### src/rtl/wash_cycle_timer_pkg.sv
// Shared definitions for the wash-cycle phase timer.
//   - phase_e      : 4-bit phase codes, IDLE..SPIN
//   - *_DEF        : default phase durations (seconds), tick divider and counter width
//   - next_phase() : phase sequence IDLE->FILL1->...->SPIN->IDLE
//   - flag_of()    : done-flag vector for a phase, bit order {Ts,Tr,Td,Tw,Tf}
package wash_cycle_timer_pkg;

   typedef enum logic [3:0] {
      PH_IDLE   = 4'd0,
      PH_FILL1  = 4'd1,
      PH_WASH   = 4'd2,
      PH_DRAIN1 = 4'd3,
      PH_FILL2  = 4'd4,
      PH_RINSE  = 4'd5,
      PH_DRAIN2 = 4'd6,
      PH_SPIN   = 4'd7
   } phase_e;

   localparam int TICK_DIV_DEF  = 50000000;
   localparam int FILL_SEC_DEF  = 60;
   localparam int WASH_SEC_DEF  = 300;
   localparam int DRAIN_SEC_DEF = 45;
   localparam int RINSE_SEC_DEF = 180;
   localparam int SPIN_SEC_DEF  = 120;
   localparam int CW_DEF        = 10;

   localparam int FLG_F = 0;
   localparam int FLG_W = 1;
   localparam int FLG_D = 2;
   localparam int FLG_R = 3;
   localparam int FLG_S = 4;

   function automatic phase_e next_phase(input phase_e p);
      case (p)
         PH_IDLE:   next_phase = PH_FILL1;
         PH_FILL1:  next_phase = PH_WASH;
         PH_WASH:   next_phase = PH_DRAIN1;
         PH_DRAIN1: next_phase = PH_FILL2;
         PH_FILL2:  next_phase = PH_RINSE;
         PH_RINSE:  next_phase = PH_DRAIN2;
         PH_DRAIN2: next_phase = PH_SPIN;
         default:   next_phase = PH_IDLE;
      endcase
   endfunction

   function automatic logic [4:0] flag_of(input phase_e p);
      flag_of = 5'b00000;
      case (p)
         PH_FILL1, PH_FILL2:   flag_of[FLG_F] = 1'b1;
         PH_WASH:              flag_of[FLG_W] = 1'b1;
         PH_DRAIN1, PH_DRAIN2: flag_of[FLG_D] = 1'b1;
         PH_RINSE:             flag_of[FLG_R] = 1'b1;
         PH_SPIN:              flag_of[FLG_S] = 1'b1;
         default:              flag_of = 5'b00000;
      endcase
   endfunction

endpackage

### src/rtl/wash_cycle_timer_tick_gen.sv
// One-second tick prescaler for the wash-cycle timer.
// Ports:
//   clk      in  system clock
//   reset_n  in  asynchronous active-low reset
//   en       in  count enable (phase active and not paused)
//   restart  in  clears the prescaler so the next second is a full TICK_DIV cycles
//   tick     out one-cycle pulse on the last prescaler count while enabled
module wash_tick_gen #(
   parameter int TICK_DIV = 50000000
) (
   input  logic clk,
   input  logic reset_n,
   input  logic en,
   input  logic restart,
   output logic tick
);

   localparam int PW = $clog2(TICK_DIV);
   localparam logic [PW-1:0] LAST = PW'(TICK_DIV - 1);

   logic [PW-1:0] cnt_q, cnt_d;
   logic          at_last;

   assign at_last = (cnt_q == LAST);

   always_comb begin
      cnt_d = cnt_q;
      if (restart) begin
         cnt_d = '0;
      end else if (en) begin
         cnt_d = at_last ? '0 : cnt_q + PW'(1);
      end
   end

   always_ff @(posedge clk or negedge reset_n) begin
      if (!reset_n) begin
         cnt_q <= '0;
      end else begin
         cnt_q <= cnt_d;
      end
   end

   // A restart in the same cycle swallows the tick.
   assign tick = en & at_last & ~restart;

endmodule

### src/rtl/wash_cycle_timer.sv
// Phase-duration timer for the washing-machine controller.
// Tracks the controller's phase via restart pulses R, counts each phase's
// programmed duration in seconds and raises the matching done flag.
// Ports:
//   clk        in  system clock
//   reset_n    in  asynchronous active-low reset
//   R          in  restart pulse; each high cycle advances one phase
//   pause      in  freezes prescaler and seconds counter
//   clear      in  synchronous abort to IDLE (beats R and pause)
//   Tf/Tw/Td/Tr/Ts out registered done flags (fill/wash/drain/rinse/spin)
//   phase      out current phase code
//   remaining  out seconds left in the current phase
//
// state  | meaning
// IDLE   | no cycle running, no counting, remaining=0
// FILL1  | first fill, FILL_SEC
// WASH   | wash, WASH_SEC
// DRAIN1 | first drain, DRAIN_SEC
// FILL2  | second fill, FILL_SEC
// RINSE  | rinse, RINSE_SEC
// DRAIN2 | second drain, DRAIN_SEC
// SPIN   | spin, SPIN_SEC
module wash_cycle_timer
   import wash_cycle_timer_pkg::*;
#(
   parameter int TICK_DIV  = TICK_DIV_DEF,
   parameter int FILL_SEC  = FILL_SEC_DEF,
   parameter int WASH_SEC  = WASH_SEC_DEF,
   parameter int DRAIN_SEC = DRAIN_SEC_DEF,
   parameter int RINSE_SEC = RINSE_SEC_DEF,
   parameter int SPIN_SEC  = SPIN_SEC_DEF,
   parameter int CW        = CW_DEF
) (
   input  logic          clk,
   input  logic          reset_n,
   input  logic          R,
   input  logic          pause,
   input  logic          clear,
   output logic          Tf,
   output logic          Tw,
   output logic          Td,
   output logic          Tr,
   output logic          Ts,
   output logic [3:0]    phase,
   output logic [CW-1:0] remaining
);

   phase_e        phase_q, phase_d;
   logic [CW-1:0] rem_q, rem_d;
   logic [4:0]    flags_q, flags_d;
   logic          tick;
   logic          tick_en;

   function automatic logic [CW-1:0] dur_of(input phase_e p);
      case (p)
         PH_FILL1, PH_FILL2:   dur_of = CW'(FILL_SEC);
         PH_WASH:              dur_of = CW'(WASH_SEC);
         PH_DRAIN1, PH_DRAIN2: dur_of = CW'(DRAIN_SEC);
         PH_RINSE:             dur_of = CW'(RINSE_SEC);
         PH_SPIN:              dur_of = CW'(SPIN_SEC);
         default:              dur_of = '0;
      endcase
   endfunction

   assign tick_en = (phase_q != PH_IDLE) && !pause;

   wash_tick_gen #(
      .TICK_DIV (TICK_DIV)
   ) u_tick_gen (
      .clk     (clk),
      .reset_n (reset_n),
      .en      (tick_en),
      .restart (R | clear),
      .tick    (tick)
   );

   always_comb begin
      phase_d = phase_q;
      rem_d   = rem_q;
      flags_d = flags_q;
      if (clear) begin
         phase_d = PH_IDLE;
         rem_d   = '0;
         flags_d = '0;
      end else if (R) begin
         phase_d = next_phase(phase_q);
         rem_d   = dur_of(phase_d);
         flags_d = '0;
      end else if (phase_q != PH_IDLE) begin
         if (tick && (rem_q != '0)) begin
            rem_d = rem_q - CW'(1);
         end
         // Flag is set on the edge remaining reaches zero; a zero-length
         // phase therefore flags on the first edge after entry.
         if (rem_d == '0) begin
            flags_d = flag_of(phase_q);
         end
      end
   end

   always_ff @(posedge clk or negedge reset_n) begin
      if (!reset_n) begin
         phase_q <= PH_IDLE;
         rem_q   <= '0;
         flags_q <= '0;
      end else begin
         phase_q <= phase_d;
         rem_q   <= rem_d;
         flags_q <= flags_d;
      end
   end

   assign phase     = phase_q;
   assign remaining = rem_q;
   assign Tf        = flags_q[FLG_F];
   assign Tw        = flags_q[FLG_W];
   assign Td        = flags_q[FLG_D];
   assign Tr        = flags_q[FLG_R];
   assign Ts        = flags_q[FLG_S];

endmodule

### config.mk
export PLATFORM = sky130hd
export DESIGN_NAME = wash_cycle_timer
export DESIGN_NICKNAME = d
export VERILOG_FILES = /design/src/rtl/wash_cycle_timer_pkg.sv /design/src/rtl/wash_cycle_timer_tick_gen.sv /design/src/rtl/wash_cycle_timer.sv
export SDC_FILE = /design/constraint.sdc
export NUM_CORES = 1
export LEC_CHECK = 0
export CAP_MARGIN = 30
export CORE_MARGIN = 2
export CORE_UTILIZATION = 55
export CTS_CLUSTER_DIAMETER = 200
export DETAILED_ROUTE_END_ITERATION = 12
export PLACE_DENSITY_LB_ADDON = 0.12
export SETUP_SLACK_MARGIN = 0.05
export SKIP_LAST_GASP = 1
export SYNTH_ARGS = -nofsm -noshare
export SYNTH_HDL_FRONTEND = slang
export SYNTH_HIERARCHICAL = 1
export SYNTH_SLANG_ARGS = --single-unit
### constraint.sdc
create_clock -name clk -period 4.23 [get_ports clk]
set_input_delay 0.423 -clock clk [delete_from_list [all_inputs] [get_ports clk]]
set_output_delay 0.423 -clock clk [all_outputs]
set_load 0.03 [all_outputs]
# --- Yosys cells after proc, flatten, opt, wreduce, memory -nomap -nowiden ---
# Index checks and enable logic that the tools add are counted.
classes:
  n_addsub: 2
  n_eq_ne: 15
  mux: 25
  bitwise: 4
  n_reduce_logical: 16
ops:
  columns: ["cell", "count"]
  rows:
  - ["$mux 26", 3]
  - ["$mux 10", 7]
  - ["$pmux 9 s5", 1]
  - ["$eq 4x3->1 const B", 8]
  - ["$add 26x1->26 const B", 1]
  - ["$eq 26x26->1 const B", 1]
  - ["$pmux 3 s7", 1]
  - ["$mux 5", 4]
  - ["$eq 4x2->1 const B", 4]
  - ["$mux 4", 4]
  - ["$logic_not 10->1", 1]
  - ["$reduce_bool 10->1", 1]
  - ["$sub 10x1->10 const B", 1]
  - ["$eq 4x1->1 const B", 2]
  - ["$reduce_or 2->1", 4]
  - ["$reduce_bool 3->1", 2]
  - ["$mux 1", 5]
  - ["$logic_not 4->1", 1]
  - ["$reduce_bool 2->1", 2]
  - ["$reduce_bool 4->1", 1]
  - ["$and 1x1->1", 2]
  - ["$logic_and 1x1->1", 2]
  - ["$reduce_and 2->1", 1]
  - ["$logic_not 1->1", 1]
  - ["other kinds (2)", 2]
word_totals:
  reg_bits: 45
  inputBits: 5
  output_inout_bits: 19

# --- Depth between registers and ports, before layout ---
# Gate-level depths: netlist (run 1).
depth:
  ltp_word: 14
  mapped_depth: 11
  ltp_nobuf: 10

# --- By module ---
# Netlist (run 1), hierarchy kept.
by_module_without_submodules:
  columns: ["mod", "n_inst", "cells_per_inst", "area_each_um2", "seq_area_each_um2"]
  rows:
  - ["wash_tick_gen", 1, 160, 1490.2, 650.6]
  - ["wash_cycle_timer", 1, 168, 1340.0, 450.4]

# --- Least setup slack after synthesis (run 1) ---
# OpenSTA, ideal clock, no wires.
synth_timing:
  kind: "register -> register"
  from: "register phase_q[1], in the netlist phase[1]"
  to: "register flags_q[3]"
  setup_time_ns: 0.082
  t_arrival_ns: 3.381
  required_time_ns: 4.148
  setup_slack_ns: 0.767
  stages_incl_launch_ff: 12
  synth_period_minus_slack_ns: 3.463
  path_cell_list: "dfrtp_1 -> nor3_1 -> nor2_1 -> buf_2 -> nand3_1 -> nor4_1 -> nor4b_4 -> a31oi_1 -> a2111oi_2 -> nand4_2 -> or4_1 -> a31oi_1"
synth_between:
  elab_chain_cells: 12
synth_lines:
  columns: ["element", "line_no", "rtl"]
  rows:
  - ["from (decl)", "wash_cycle_timer.sv:48", "phase_e phase_q, phase_d;"]
  - ["from (signal assigned)", "wash_cycle_timer.sv:107", "phase_q <= phase_d;"]
  - ["$reduce_bool 4->1", "wash_cycle_timer.sv:65", "assign tick_en = (phase_q != PH_IDLE) && !pause;"]
  - ["$logic_and 1x1->1", "wash_cycle_timer.sv:65", null]
  - ["named net tick_en", "wash_cycle_timer.sv:52", "logic tick_en;"]
  - ["$and 1x1->1 (2 in series)", "wash_cycle_timer_tick_gen.sv:44", "assign tick = en & at_last & ~restart;"]
  - ["named net tick", "wash_cycle_timer.sv:51", "logic tick;"]
  - ["$logic_and 1x1->1", "wash_cycle_timer.sv:90", "if (tick && (rem_q != '0)) begin"]
  - ["$mux 10", "wash_cycle_timer.sv:90", null]
  - ["$mux 10", "wash_cycle_timer.sv:89", "end else if (phase_q != PH_IDLE) begin"]
  - ["$mux 10", "wash_cycle_timer.sv:85", "end else if (R) begin"]
  - ["$mux 10", "wash_cycle_timer.sv:81", "if (clear) begin"]
  - ["$logic_not 10->1", "wash_cycle_timer.sv:95", "if (rem_d == '0) begin"]
  - ["$reduce_bool 3->1 (no source line)", null, null]
  - ["$reduce_and 2->1 (no source line)", null, null]
  - ["to (signal assigned)", "wash_cycle_timer.sv:109", "flags_q <= flags_d;"]
  - ["to (decl)", "wash_cycle_timer.sv:50", "logic [4:0] flags_q, flags_d;"]
# The timed path passes the listed nets, and every way through them passes these cells. The select of a mux whose other input is x is not followed.
# A chain may end at the register's enable or synchronous reset.

# --- Worst setup path after layout (run 1) ---
layout_timing:
  from: "register phase_q[0], in the netlist phase[0]"
  to: "register flags_q[3]"
# Same word-level chain as after synthesis.

==> results.py, run 1 <==
metrics = {
    "worst_setup_path": {
        "crit_path_max_incr_delay_ps": 640,
        "path_max_fanout": 15,
        "endpoint_kind": "register",
        "path_class": "reg2reg",
        "crit_arrival_ps": 3820,
        "crit_slowest_cell": "dfrtp_1",
        "path_common_cell": "buf_4",
        "startpoint_type": "register",
        "crit_chain": "nor3_1, buf_4, nor2_1, buf_4, nand3_1, nor4_1, buf_4, nor4b_4, a31oi_1, a2111oi_2, nand4_2, or4_1, a31oi_1",
        "required_ps": 4470,
    },
    "floorplanning": {
        "dieArea_sq_mm": 0.00574,
        "pin_count": 24,
        "core_area_sq_mm": 0.00504,
        "row_count": 26,
        "die_w_microns": 75.7,
        "die_h_microns": 75.7,
        "start_util_pct": 56.1,
    },
    "clock_tree": {
        "postCtsHoldBufs": 0,
        "cts_resized": 0,
        "insertion_delay_ps": 310,
        "cts_tree": "done",
        "clockBufferDepth": 2,
        "cts.clk_slew.worst_paths_ps": 100,
        "cts_setup_buffers": 0,
        "numCtsBuffers": 5,
        "root_buffer": "clkbuf_8",
        "clock-sinks": 44,
        "h-tree-depth": 2,
    },
    "synth": {
        "synth_area_leaders": "dfrtp_1 39%, nor2_1 4.4%, xnor2_1 4.0%",
        "ys_ff_latch": 44,
        "synth_cell_type_count": 62,
        "synthCells": 328,
        "synthFlopType": "dfrtp_1",
        "yosysSeqAreaShare_pct": 38.9,
        "yosys_warnings": 6,
        "yosysTopAreaCell": "dfrtp_1",
        "async_flop_share_pct": 100,
        "synth_edf_count": 0,
        "yosysMostFrequentCell": "dfrtp_1",
        "syn_avg_cell_area_sq_um": 8.63,
        "syn_area_sq_mm": 0.00283,
        "synth_top_cell_area_share_pct": 38.9,
        "synth_nets": 336,
        "synthTopCellsByCount": "44 x dfrtp_1, 33 x nor2_1, 27 x nand2_1",
    },
    "timing": {
        "setup_viol": 0,
        "tightest_slew_ps": 639,
        "worst_slack_ps": 642,
        "fin_skew_ps": 17.2,
        "finalHoldViolCount": 0,
        "rsz0062_at_grt": "false",
        "drv_slew": 0,
        "max_clock_freq_ghz": 0.279,
        "fin_crit_sh_pct": 84.8,
        "fin_crit_ps": 3590,
        "slew_headroom_pct": 56.8,
        "setup-tns-final_ps": 0,
    },
    "power": {
        "pwr_density_cell_mw_per_mm2": 297,
        "p_int_mw": 0.668,
        "seq_power_share_pct": 47.6,
        "combPwrFrac_pct": 17.2,
        "irDropWorstVdd_uv": 213,
        "pwr-share-clk_pct": 35.2,
        "p_leak_nw": 1.21,
        "power.share.switching_pct": 30.8,
        "switchingPower_mw": 0.297,
    },
    "finish": {
        "diodes": 0,
        "final_nets": 358,
        "regArea_sq_mm": 0.00110,
        "syn2layout_area_growth_pct": 14.8,
        "layout-drive-gt1-share_pct": 9.40,
        "fillers": 417,
        "final_cells": 421,
        "final_core_util_pct": 64.4,
        "multi_input_area_sq_mm": 0.00159,
    },
    "placed_design": {
        "post-dp-hpwl_mm": 4.91,
        "gp_congestion": 0.932,
        "numPlacedInstances": 413,
        "io_buffers": 22,
        "dp_slack_ps": 650,
    },
    "hold_path": {
        "hold_path.class": "in2async",
    },
    "drt": {
        "remaining_drc_errors": 0,
        "via_count": 2653,
        "antenna_left": 0,
        "viasPerCell": 6.30,
        "drt_iter0_drc": 327,
        "wirelength_mm": 6.97,
        "dr.pass1.iters": 5,
        "post_drt_wl_per_cell_microns": 16.6,
    },
    "global_route": {
        "globalRouteOverflowTotal": 0,
        "antenna_found_initial": 0,
        "grtUsageTotal_pct": 26.3,
        "grt_max_degree": 28,
        "first_global_vias": 2313,
        "grt_pass1_wl_mm": 11.3,
    },
    "flow_run": {
        "drv_cap": 0,
    },
    "run_status": {
        "run_status": "completed",
    },
}
sequential cells by signal, summed over array words and instances (netlist names):
name and cells:
flags_q 5, phase 3, remaining 10, u_tick_gen/cnt_q 26
power by group through the flow:
stage	Clock (mW)	Sequential [mW]	Combinational (mW)
3_5_place_dp	0	0.466	0.162
3_3_place_gp	0	0.466	0.158
2_1_floorplan	0	0.469	0.0966
6_report	0.340	0.459	0.166
5_1_grt	0.364	0.461	0.180
4_1_cts	0.345	0.458	0.164
logic make-up after synthesis:
family | after synthesis | share of synthesized area, %
mux | 2 | 0.707
compound gates | 81 | 19.4
buf+inv | 33 | 5.22
simple gates | 148 | 29.4
other cells | 1 | 0.132
flops | 44 | 38.9
fa+ha+maj | 3 | 1.33
xor+xnor | 16 | 4.95
path summary, 6_finish.rpt:
| check | cells past startpoint | from | endpoint | slack (ps) |
|---|---|---|---|---|
| worst min-delay path | 1 | reset_n | remaining[4] | 40 |
| worst min register to register | 2 | flags_q[2] | flags_q[2] | 560 |
| max in group asynchronous | 2 | reset_n | u_tick_gen/cnt_q[8] | 3680 |
| worst max-delay path | 13 | phase[0] | flags_q[3] | 640 |
| worst max register to register | 13 | phase[0] | flags_q[3] | 640 |
| min in group clk | 2 | flags_q[2] | flags_q[2] | 560 |
per-stage QoR:
step           total power, mW  area [sq um]  hold WS [ps]
2_1_floorplan            0.566          2830           127
3_3_place_gp             0.624          3110           536
3_5_place_dp             0.628          3130           392
4_1_cts                  0.967          3250          54.8
5_1_grt                   1.01          3250          80.6
6_report                 0.965          3250          42.8
critical path, delay by kind of cell, from the launching register on:
family          cells  cell delay (ps)
flops               1              640
simple gates        7             1540
buf+inv             3              570
compound gates      3              790
cell usage in the layout (no fill, tap or decap), types with 2 or more instances in the layout:
cell,count
nand3_1,17
a211oi_1,2
xor2_1,3
o32ai_1,2
or3_1,5
o21ai_0,10
nand4_1,8
a21oi_1,22
nor2_1,33
inv_1,15
o221a_1,2
xnor2_1,13
buf_4,8
nor4b_1,3
clkbuf_8,5
o22ai_1,3
nand3b_1,3
clkdlybuf4s50_1,21
a31oi_1,3
dfrtp_1,44
inv_2,2
or4_1,7
or4b_1,2
or4_4,2
mux2i_1,2
nor4_1,11
a21o_1,2
ha_1,3
o31ai_1,9
and4_1,3
and3_1,4
o21ai_1,8
nand2_1,27
nor3_1,15
layout make-up:
class                      count  area share, %
clock inverter                 3           1.42
clock buffer                   5           2.12
inverter                      17           1.96
sequential                    44           33.9
timing repair buffer          31           9.09
multi-input combinational    251           48.8
tap                           70           2.70
layer usage:
metal / part of all wire [%] / up-vias / global-route usage (%)
met3: 7.2 / 11 / 5.29
met1: 48 / 1257 / 40.1
met5: 0 / - / 0
met2: 44 / 120 / 38.5
li1: - / 1265 / -
met4: 1.2 / 0 / 5.85
No activity file was read; power rests on OpenSTA's default activity.
==> run 2: changes to the inputs <==
--- a/config.mk
+++ b/config.mk
@@ -7,7 +7,7 @@
 export LEC_CHECK = 0
 export CAP_MARGIN = 30
 export CORE_MARGIN = 2
-export CORE_UTILIZATION = 55
+export CORE_UTILIZATION = 52
 export CTS_CLUSTER_DIAMETER = 200
 export DETAILED_ROUTE_END_ITERATION = 12
 export PLACE_DENSITY_LB_ADDON = 0.12
==> constraint.sdc (replaced) <==
create_clock -name clk -period 3 [get_ports clk]
set_input_delay 0.3 -clock clk [delete_from_list [all_inputs] [get_ports clk]]
set_output_delay 0.3 -clock clk [all_outputs]
set_load 0.03 [all_outputs]
==> run 2 against run 1 <==
Effect of this change:
- first-iteration DRC count fell by 52%
- routed wire length rose by 3.2%
- via count rose by 2.0%
- die area is 5.5% higher
- non-clock buffer count grew 24
- register-to-register slack got worse by 510 ps
- critical endpoint unchanged
==> results.py, run 2 (synthesized netlist as in run 1, its figures left out) <==
metrics = {
    "run_status": {
        "run_status": "completed",
    },
    "hold_path": {
        "hold_path.class": "in2async",
    },
    "finish": {
        "final_nets": 382,
        "layout_commonest_cell": "dfrtp_1",
        "top_register": "u_tick_gen/cnt_q",
        "final_cell_mix": "41 x dfrtp_1, 32 x nor2_1, 31 x buf_4",
        "layout-drive-gt1-share_pct": 18.4,
        "diodes": 0,
        "largest_register_ffs": 26,
        "fillers": 432,
        "syn2layout_area_growth_pct": 23.3,
        "final_core_util_pct": 67.5,
        "final_cells": 445,
        "final_area_sq_mm": 0.00349,
    },
    "drt": {
        "wirelength_mm": 7.19,
        "via_count": 2705,
        "drt_iter0_drc": 157,
        "antenna_left": 0,
        "dr.pass1.iters": 4,
        "remaining_drc_errors": 0,
        "viasPerCell": 6.08,
        "post_drt_wl_per_cell_microns": 16.2,
    },
    "power": {
        "pwr_density_cell_mw_per_mm2": 364,
        "irDropWorstVdd_uv": 237,
        "p_leak_nw": 1.33,
        "finalPower_mw": 1.27,
    },
    "global_route": {
        "grt_pass1_wl_mm": 12.1,
        "grtUsageTotal_pct": 24.7,
        "first_global_vias": 2564,
        "grt_max_degree": 33,
        "antenna_found_initial": 0,
        "globalRouteOverflowTotal": 0,
    },
    "timing": {
        "rsz0062_at_grt": "true",
        "slew_headroom_pct": 57.0,
        "fin_skew_ps": 5.52,
        "drv_slew": 0,
        "setup_viol": 0,
        "fin_crit_ps": 2870,
        "worst_slack_ps": 129,
        "fin_crit_sh_pct": 95.7,
        "finalHoldViolCount": 0,
        "worst_hold_slack_ps": 437,
        "setup-tns-final_ps": 0,
        "max_clock_freq_ghz": 0.348,
        "tightest_slew_ps": 639,
    },
    "flow_run": {
        "drv_cap": 0,
    },
    "worst_setup_path": {
        "r2r-start": "u_tick_gen/cnt_q[7]",
        "path_max_fanout": 6,
        "startpoint": "u_tick_gen/cnt_q[7]",
        "endpoint_kind": "register",
        "required_ps": 3220,
        "crit_arrival_ps": 3090,
        "path_class": "reg2reg",
        "startpoint_type": "register",
    },
    "floorplanning": {
        "dieArea_sq_mm": 0.00605,
        "die_w_microns": 77.8,
        "die_h_microns": 77.8,
        "row_count": 26,
        "pin_count": 24,
        "core_area_sq_mm": 0.00517,
        "start_util_pct": 54.7,
    },
    "clock_tree": {
        "cts.clk_slew.worst_paths_ps": 80,
        "numCtsBuffers": 5,
        "cts_tree": "done",
        "root_buffer": "clkbuf_8",
        "h-tree-depth": 2,
        "insertion_delay_ps": 290,
        "clock-sinks": 44,
        "clockBufferDepth": 2,
    },
    "placed_design": {
        "dp_slack_ps": -62.7,
        "post-dp-hpwl_mm": 5.23,
        "gp_congestion": 0.901,
        "dpl_cell_area_sq_mm": 0.00332,
        "numPlacedInstances": 432,
        "io_buffers": 22,
    },
}
## run 2: report_power, final
part | switching (mW) | leakage, nW | internal (mW)
clock network | 0.201 | 0.0412 | 0.163
logic | 0.162 | 0.684 | 0.104
registers | 0.0329 | 0.603 | 0.606
total | 0.396 | 1.33 | 0.873
## run 2: final timing paths
check                           slack [ps]                  end  depth (start not counted)
worst max register to register         130           flags_q[3]                         10
min in group clk                       540           flags_q[2]                          2
max in group asynchronous             2080             phase[1]                          3
worst min register to register         540           flags_q[2]                          2
worst max-delay path                   130           flags_q[3]                         10
worst min-delay path                   440  u_tick_gen/cnt_q[0]                          2
## run 2: cell type report
type	instances	area [sq um]	share of cell area, %
clock inverters	2	12.5	0.359
multi-input cells	251	1670	47.9
flip-flops and latches	44	1100	31.7
inverters	17	63.8	1.83
clock buffers	6	72.6	2.08
repair buffers	55	478	13.7
well taps	70	87.6	2.51
## run 2: layer usage
metal	part of all wire [%]	global-route usage, %
met5	0	0
met2	52	42.9
met3	3.9	4.53
met1	42	30.7
met4	2.2	8.39
## run 2: worst max-delay path: stages (launching register included)
cell and delay, ps:
dfrtp_1 400, nor4_2 270, nand4_1 280, nor4_4 330, nor4b_4 260, buf_4 160, nand3_1 110, mux2i_2 240
o21ai_2 140, or4_1 480, a31oi_1 140
## run 2: repair_timing
action,4_1_cts,5_1_grt
gates resized for setup,1,7
buffers inserted,2,2
setup endpoints to repair,1,6
pin swaps,4,8
hold endpoints to repair,12,0
hold buffers,1,0
